## src/rtl/set_reset_register_bank_with_asynchronous_reset.sv

```systemverilog
// Bank of WIDTH independent set/reset state bits with conflict policy, optional
// set edge qualification, bank clear, sticky overrun flags and masked interrupt.

module srrb_bit #(
  parameter int   CONFLICT_MODE  = 0,
  parameter int   SET_EDGE       = 0,
  parameter int   OVERRUN_ENABLE = 1,
  parameter logic RST_BIT        = 1'b0
) (
  input  logic clock,
  input  logic resetn,
  input  logic set_i,
  input  logic reset_i,
  input  logic clear_all_i,
  output logic state_o,
  output logic overrun_o
);

  logic se;
  logic state_q, state_d;
  logic both_v;

  // set_q only exists when set must be edge-qualified; it resets to 0 so a set
  // held across reset release still yields one event.
  generate
    if (SET_EDGE != 0) begin : g_edge
      logic set_q;
      always_ff @(posedge clock or negedge resetn) begin
        if (!resetn) set_q <= 1'b0;
        else         set_q <= set_i;
      end
      assign se = set_i & ~set_q;
    end else begin : g_lvl
      assign se = set_i;
    end
  endgenerate

  always_comb begin
    both_v = state_q;
    case (CONFLICT_MODE)
      0:       both_v = 1'b1;
      1:       both_v = 1'b0;
      2:       both_v = ~state_q;
      default: both_v = state_q;
    endcase

    state_d = state_q;
    if (clear_all_i)          state_d = 1'b0;
    else if (se && reset_i)   state_d = both_v;
    else if (se)              state_d = 1'b1;
    else if (reset_i)         state_d = 1'b0;
  end

  always_ff @(posedge clock or negedge resetn) begin
    if (!resetn) state_q <= RST_BIT;
    else         state_q <= state_d;
  end

  assign state_o = state_q;

  // Overrun survives only while the bit's next state is 1, so any clearing
  // edge (clear_all, reset, toggle to 0) wins over a same-cycle overrun.
  generate
    if (OVERRUN_ENABLE != 0) begin : g_ovr
      logic ovr_q, ovr_d;
      assign ovr_d = (ovr_q | (se & state_q)) & state_d;
      always_ff @(posedge clock or negedge resetn) begin
        if (!resetn) ovr_q <= 1'b0;
        else         ovr_q <= ovr_d;
      end
      assign overrun_o = ovr_q;
    end else begin : g_no_ovr
      assign overrun_o = 1'b0;
    end
  endgenerate

endmodule

module set_reset_register_bank_with_asynchronous_reset #(
  parameter int               WIDTH          = 8,
  parameter logic [WIDTH-1:0] RESET_VALUE    = '0,
  parameter int               CONFLICT_MODE  = 0,
  parameter int               SET_EDGE       = 0,
  parameter int               OVERRUN_ENABLE = 1
) (
  input  logic             clock,
  input  logic             resetn,
  input  logic [WIDTH-1:0] set,
  input  logic [WIDTH-1:0] reset,
  input  logic             clear_all,
  input  logic [WIDTH-1:0] mask,
  output logic [WIDTH-1:0] state,
  output logic [WIDTH-1:0] overrun,
  output logic             interrupt
);

  generate
    for (genvar i = 0; i < WIDTH; i++) begin : g_bit
      srrb_bit #(
        .CONFLICT_MODE (CONFLICT_MODE),
        .SET_EDGE      (SET_EDGE),
        .OVERRUN_ENABLE(OVERRUN_ENABLE),
        .RST_BIT       (RESET_VALUE[i])
      ) u_bit (
        .clock      (clock),
        .resetn     (resetn),
        .set_i      (set[i]),
        .reset_i    (reset[i]),
        .clear_all_i(clear_all),
        .state_o    (state[i]),
        .overrun_o  (overrun[i])
      );
    end
  endgenerate

  assign interrupt = |(state & mask);

endmodule
```

## config.mk

```make
export PLATFORM = sky130hd
export DESIGN_NAME = set_reset_register_bank_with_asynchronous_reset
export DESIGN_NICKNAME = d
export VERILOG_FILES = /design/src/rtl/set_reset_register_bank_with_asynchronous_reset.sv
export SDC_FILE = /design/constraint.sdc
export NUM_CORES = 1
export LEC_CHECK = 0
export ABC_AREA = 1
export CORE_MARGIN = 2
export CORE_UTILIZATION = 35
export CTS_CLUSTER_DIAMETER = 150
export DETAILED_ROUTE_END_ITERATION = 12
export PLACE_DENSITY = 0.79
export SYNTH_ARGS = -nofsm -noshare
export SYNTH_HDL_FRONTEND = slang
export SYNTH_SLANG_ARGS = --single-unit
```

## constraint.sdc

```tcl
create_clock -name clock -period 0.9 [get_ports clock]
set_clock_uncertainty 0.2 [all_clocks]
set_input_delay 0.18 -clock clock [delete_from_list [all_inputs] [get_ports clock]]
set_output_delay 0.18 -clock clock [all_outputs]
set_load 0.05 [all_outputs]
```

==> results of run 1 <==
[worst reg2reg max path: stages, from the launching register on]
cell	delay (ns)
dfrtp_1	0.39
buf_4	0.14
buf_6	0.12
nand2_4	0.05
nand2_2	0.05
nand2_2	0.09
inv_2	0.04
[how the worst max path moves through the flow]
stage	startpoint	to	slack, ns	cells after the start
2_1_floorplan	g_bit[2].u_bit.state_o	interrupt	-0.26	4
3_3_place_gp	mask[2]	interrupt	-0.54	6
3_5_place_dp	mask[3]	interrupt	-0.56	6
4_1_cts	g_bit[3].u_bit.state_o	interrupt	-0.64	5
5_1_grt	g_bit[2].u_bit.state_o	interrupt	-0.74	5
6_report	g_bit[2].u_bit.state_o	interrupt	-0.68	5
[sequential cells by signal, indices dropped and copies added (netlist names)]
| name | count |
|---|---|
| g_bit.u_bit.overrun_o | 8 |
| g_bit.u_bit.state_o | 8 |
[per-stage QoR]
stage,instances,TNS (ns),setup WS [ns]
3_5_place_dp,176,-7.15,-0.557
3_3_place_gp,176,-6.71,-0.544
4_1_cts,182,-9.98,-0.641
5_1_grt,185,-11.71,-0.740
2_1_floorplan,112,-0.660,-0.263
6_report,185,-10.51,-0.676
[Yosys cell counts]
cell	number
a21oi_1	8
buf_4	16
dfrtp_1	16
inv_1	24
inv_2	1
nand2_1	37
nor2_1	2
nor2_2	8
[kinds of logic (layout without fill, tap and decap cells)]
logic type | Yosys count | after routing | synth area share
AO/OA/AOI/OAI | 8 | 8 | 0.0471
buffers and inverters | 41 | 86 | 0.251
flip-flops | 16 | 16 | 0.471
AND/OR/NAND/NOR | 47 | 47 | 0.231
[power groups by stage]
stage               sequential (W)  clock, W  combinational [W]
CTS                       0.000780  0.000369           0.000679
finish                    0.000782  0.000353           0.000732
global placement          0.000789         0           0.000620
detailed placement        0.000792         0           0.000633
global route              0.000785  0.000402           0.000774
floorplan                 0.000792         0           0.000309
[layout by cell type, fill, tap and decap left out]
cell type and n:
clkdlybuf4s50_1 26, inv_1 20, nand2_2 19, buf_12 18, nand2_1 16, dfrtp_1 16
nor2_2 10, buf_6 8, a21oi_2 7, buf_4 6, inv_2 5, clkbuf_4 3
nand2_4 2, a21oi_1 1
[routing by layer]
metal / global-route usage / wire length [um] / share of wire / up-vias
li1: - / - / - / 396
met1: 0.178 / 881 / 0.37 / 380
met2: 0.309 / 1290 / 0.54 / 31
met3: 0.0367 / 171 / 0.072 / 4
met4: 0.0812 / 30 / 0.013 / 0
met5: 0 / 0 / 0 / -
[repair_timing]
item / in CTS / in global routing
resized for setup: 19 / 25
gates cloned: 0 / 0
setup endpoints to repair: 33 / 33
setup buffers: 6 / 4
pin swaps: 3 / 5
[cell type report]
type | instances | share of cell area
Timing Repair Buffer | 58 | 0.461
Clock buffer | 3 | 0.0138
Inverter | 25 | 0.0573
Multi-Input combinational cell | 55 | 0.202
Tap cell | 28 | 0.0214
Sequential cell | 16 | 0.244
==> flow_metrics.tcl, run 1 <==
set metrics [dict create \
    port_buffers 43 \
    postRouteAntennaNets 0 \
    placed_cell_area_sq_um 1450 \
    ios 44 \
    slowest_delay_ns 0.42 \
    drt_iter0_drc 7 \
    setup_slack_ns -0.676 \
    multi_input_area_sq_um 330 \
    power_density_nw_per_um2 1140 \
    setup_viol 33 \
    pwr-share-seq 0.419 \
    cts_buffers 3 \
    cts_max_level 1 \
    cts_tree "yes" \
    fp.coreArea_sq_um 2250 \
    cpMaxStageDelayCell "dfrtp_1" \
    intPower_w 0.00128 \
    nets 186 \
    synth_seq_area_share 0.471 \
    p_comb_frac 0.392 \
    path_delay_family "flip-flops" \
    power_w 0.00187 \
    maxCapViolCount 0 \
    insertion_delay_ns 0.27 \
    clk_pin_slew_ns 0.08 \
    synth.avg_cell_area_sq_um 7.60 \
    antenna_found_initial 0 \
    clkPwrFrac 0.189 \
    power.leakage_nw 0.845 \
    dieArea_sq_um 2840 \
    crit_chain "nand2_1, nand2_1, nor2_2, nand2_2, buf_12" \
    grt_pass1_vias 810 \
    dp_hpwl_mm 1.62 \
    r2r-end "g_bit[4].u_bit.state_o" \
    final_cell_area_sq_um 1640 \
    synth_seq_cells 16 \
    syn-num-nets 139 \
    p_switching_w 0.000582 \
    crit_path_end_kind "output pin" \
    drive_gt1_frac 0.497 \
    syn_area_sq_um 851 \
    antenna_cells 0 \
    status "finished with violations" \
    crit_buf_inv 1 \
    rsz0062_at_grt "yes" \
    crit_arrival_ns 1.20 \
    peakVddDrop_mv 0.680 \
    synthCells 112 \
    drt-vias-per-instance 4.38 \
    worstPathRequired_ns 0.52 \
    route.detailed.wl_per_inst_um 12.8 \
    ys_types 8 \
    fin_util 0.726 \
    clock.fmax_mhz 635 \
    yosysTopAreaCell "dfrtp_1" \
    min-delay-path-class "input pin to asynchronous set/reset pin" \
    cts_sinks 16 \
    period_minus_slack_ns 1.58 \
    grt_util_all_layers 0.168 \
    fillers 152 \
    hold-worst-slack_ns 0.0458 \
    crit_fanout 2 \
    rows 17 \
    grt_pass1_wl_mm 3.34 \
    rrSetupSlack_ns -0.27 \
    num_vias 811 \
    violations "negative setup slack" \
    ctsHoldBuffers 0 \
    area_growth_pct 92.5 \
    cts-root-buf "clkbuf_4" \
    yosys_warnings 0 \
    maxSlewViolCount 0 \
    reg2reg_from "g_bit[4].u_bit.state_o" \
    dr.pass1.iters 4 \
    grt_remaining_overflow 0 \
    drc 0 \
    reg2reg_depth 6 \
    die_x_um 53.3 \
    swShare 0.312 \
    crit_top_cell "nand2_1" \
    max_slew_margin 0.836 \
    path_class "flip-flop to output pin" \
    worst_pin_slew_ns 0.245 \
    clockBufferDepth 2 \
    yosysTopAreaCellShare 0.471 \
    synth_area_leaders "dfrtp_1 (47%), nand2_1 (16%), buf_4 (14%)" \
    routabilityCongestion 0.695 \
    post-route-period-util 1.75 \
    wl_mm 2.37 \
    seq_area_sq_um 400 \
    die_height_um 53.3 \
    grt_max_degree 17 \
    finalHoldViolCount 0 \
    cp-start-kind "flip-flop" \
    initial_utilization 0.377 \
]
Power figures use the tool's default switching activity.
==> run 2: changes to the inputs <==
--- a/config.mk
+++ b/config.mk
@@ -7,10 +7,10 @@
 export LEC_CHECK = 0
 export ABC_AREA = 1
 export CORE_MARGIN = 2
-export CORE_UTILIZATION = 35
+export CORE_UTILIZATION = 41
 export CTS_CLUSTER_DIAMETER = 150
 export DETAILED_ROUTE_END_ITERATION = 12
-export PLACE_DENSITY = 0.79
+export PLACE_DENSITY = 0.87
 export SYNTH_ARGS = -nofsm -noshare
 export SYNTH_HDL_FRONTEND = slang
 export SYNTH_SLANG_ARGS = --single-unit
==> constraint.sdc (replaced) <==
create_clock -name clock -period 2 [get_ports clock]
set_clock_uncertainty 0.2 [all_clocks]
set_input_delay 0.4 -clock clock [delete_from_list [all_inputs] [get_ports clock]]
set_output_delay 0.4 -clock clock [all_outputs]
set_load 0.05 [all_outputs]
==> run 2 against run 1 <==
Compared with the run above: the flow now finishes without violations; cell count decreased by 7.6%; count of clock-buffer cells in the layout increased by 1; combinational power decreased by 71%; via count decreased by 10%; clock power decreased by 40%; power decreased by 58%; die area decreased by 14%; worst hold slack improved by 0.17 ns; non-clock buffer count decreased by 14; wire length decreased by 28%; register-to-register slack improved by 1.3 ns; critical path type is now input pin to output pin; largest cell class unchanged.
==> flow_metrics.tcl, run 2 (same netlist as run 1, synthesis figures left out) <==
set metrics [dict create \
    status "finished, final reports clean" \
    ios 44 \
    maxSlewViolCount 0 \
    clk_pin_slew_ns 0.09 \
    grt_util_all_layers 0.152 \
    fp.coreArea_sq_um 1960 \
    dieArea_sq_um 2460 \
    tns_ns 0 \
    clockBufferDepth 2 \
    routabilityCongestion 0.822 \
    max_slew_margin 0.865 \
    layout_common_cells "nand2_1 (37), clkdlybuf4s50_1 (26), inv_1 (24)" \
    nets 172 \
    num_vias 727 \
    crit_fanout 1 \
    area_growth_pct 42.1 \
    crit_arrival_ns 1.26 \
    drt_iter0_drc 8 \
    crit_chain "clkdlybuf4s50_1, nand2_1, nand2_1, nor2_1, nand2_1, buf_12" \
    slowest_delay_ns 0.46 \
    critical_path.endpoint "interrupt" \
    rows 16 \
    power_density_nw_per_um2 642 \
    cts_sinks 16 \
    postRouteAntennaNets 0 \
    peakVddDrop_mv 0.280 \
    rsz0062_at_grt "no" \
    cts_tree "yes" \
    worstPathRequired_ns 1.40 \
    reg2reg_from "g_bit[6].u_bit.state_o" \
    rrSetupSlack_ns 1.02 \
    seq_area_sq_um 400 \
    drive_gt1_frac 0.215 \
    critPathLaunch "mask[0]" \
    fillers 177 \
    crit_top_cell "nand2_1" \
    drc 0 \
    cpMaxStageDelayCell "clkdlybuf4s50_1" \
    dr.pass1.iters 4 \
    ctsHoldBuffers 0 \
    worst_pin_slew_ns 0.202 \
    min-delay-path-class "input pin to asynchronous set/reset pin" \
    cts_max_level 1 \
    grt_pass1_wl_mm 2.82 \
    cts_buffers 3 \
    reg2reg_depth 4 \
    port_buffers 43 \
    dp_hpwl_mm 1.41 \
    post-route-period-util 0.929 \
    maxCapViolCount 0 \
    crit_path_end_kind "output pin" \
    insertion_delay_ns 0.28 \
    power.leakage_nw 0.697 \
    placed_cell_area_sq_um 1170 \
    initial_utilization 0.434 \
    mostFrequentLayoutCell "nand2_1" \
    path_class "input pin to output pin" \
    cts_resized 0 \
    wl_mm 1.71 \
    cp-start-kind "input pin" \
    final_cell_area_sq_um 1210 \
    antenna_found_initial 0 \
    finalHoldViolCount 0 \
    grt_max_degree 17 \
    die_x_um 49.6 \
    antenna_cells 0 \
    grt_remaining_overflow 0 \
    setup_viol 0 \
    die_height_um 49.6 \
    post-cts-setup-buffers 0 \
    grt_pass1_vias 715 \
    cts-root-buf "clkbuf_4" \
    r2r-end "g_bit[6].u_bit.state_o" \
    period_minus_slack_ns 1.86 \
    clock.fmax_mhz 538 \
    drt-vias-per-instance 4.25 \
    multi_input_area_sq_um 236 \
    route.detailed.wl_per_inst_um 10.0 \
]
==> run 2: critical path, delay by kind of cell <==
family	cells	cell delay, ns
and+or+nand+nor	4	0.26
buffers and inverters	2	0.60
==> run 2: layout make-up <==
cell class                      count  share of cell area
Inverter                           25              0.0776
Tap cell                           27              0.0280
Clock buffer                        4              0.0300
Sequential cell                    16               0.331
Timing Repair Buffer               44               0.337
Multi-Input combinational cell     55               0.196
==> run 2: where the power goes <==
part           total, W  switching, W  internal [W]  leakage [nW]
combinational  0.000212      0.000119     0.0000934         0.464
sequential     0.000352     0.0000135      0.000338         0.212
clock          0.000212      0.000101      0.000111        0.0210
total          0.000776      0.000233      0.000543         0.697
==> run 2: how the worst min path moves through the flow <==
stage                          endpoint
3_5_place_dp   g_bit[6].u_bit.overrun_o
6_report       g_bit[6].u_bit.overrun_o
2_1_floorplan  g_bit[0].u_bit.overrun_o
3_3_place_gp   g_bit[5].u_bit.overrun_o
4_1_cts        g_bit[4].u_bit.overrun_o
5_1_grt          g_bit[5].u_bit.state_o
==> run 2: metal layers <==
layer,wire [um],vias up,GRT usage,part of all wire
li1,-,368,-,-
met1,717,325,0.152,0.42
met4,35,0,0.0972,0.020
met2,807,31,0.271,0.47
met3,151,3,0.0455,0.088
met5,0,-,0,0
==> run 2: metrics by stage <==
stage / hold WS, ns / power [W] / util / cells / worst slack [ns]
3_3_place_gp: 0.297 / 0.000567 / 0.598 / 167 / 0.120
5_1_grt: 0.239 / 0.000814 / 0.616 / 171 / 0.0473
3_5_place_dp: 0.312 / 0.000572 / 0.598 / 167 / 0.129
6_report: 0.218 / 0.000776 / 0.616 / 171 / 0.142
2_1_floorplan: -0.0956 / 0.000487 / - / 112 / 0.535
4_1_cts: 0.208 / 0.000788 / 0.616 / 171 / 0.128
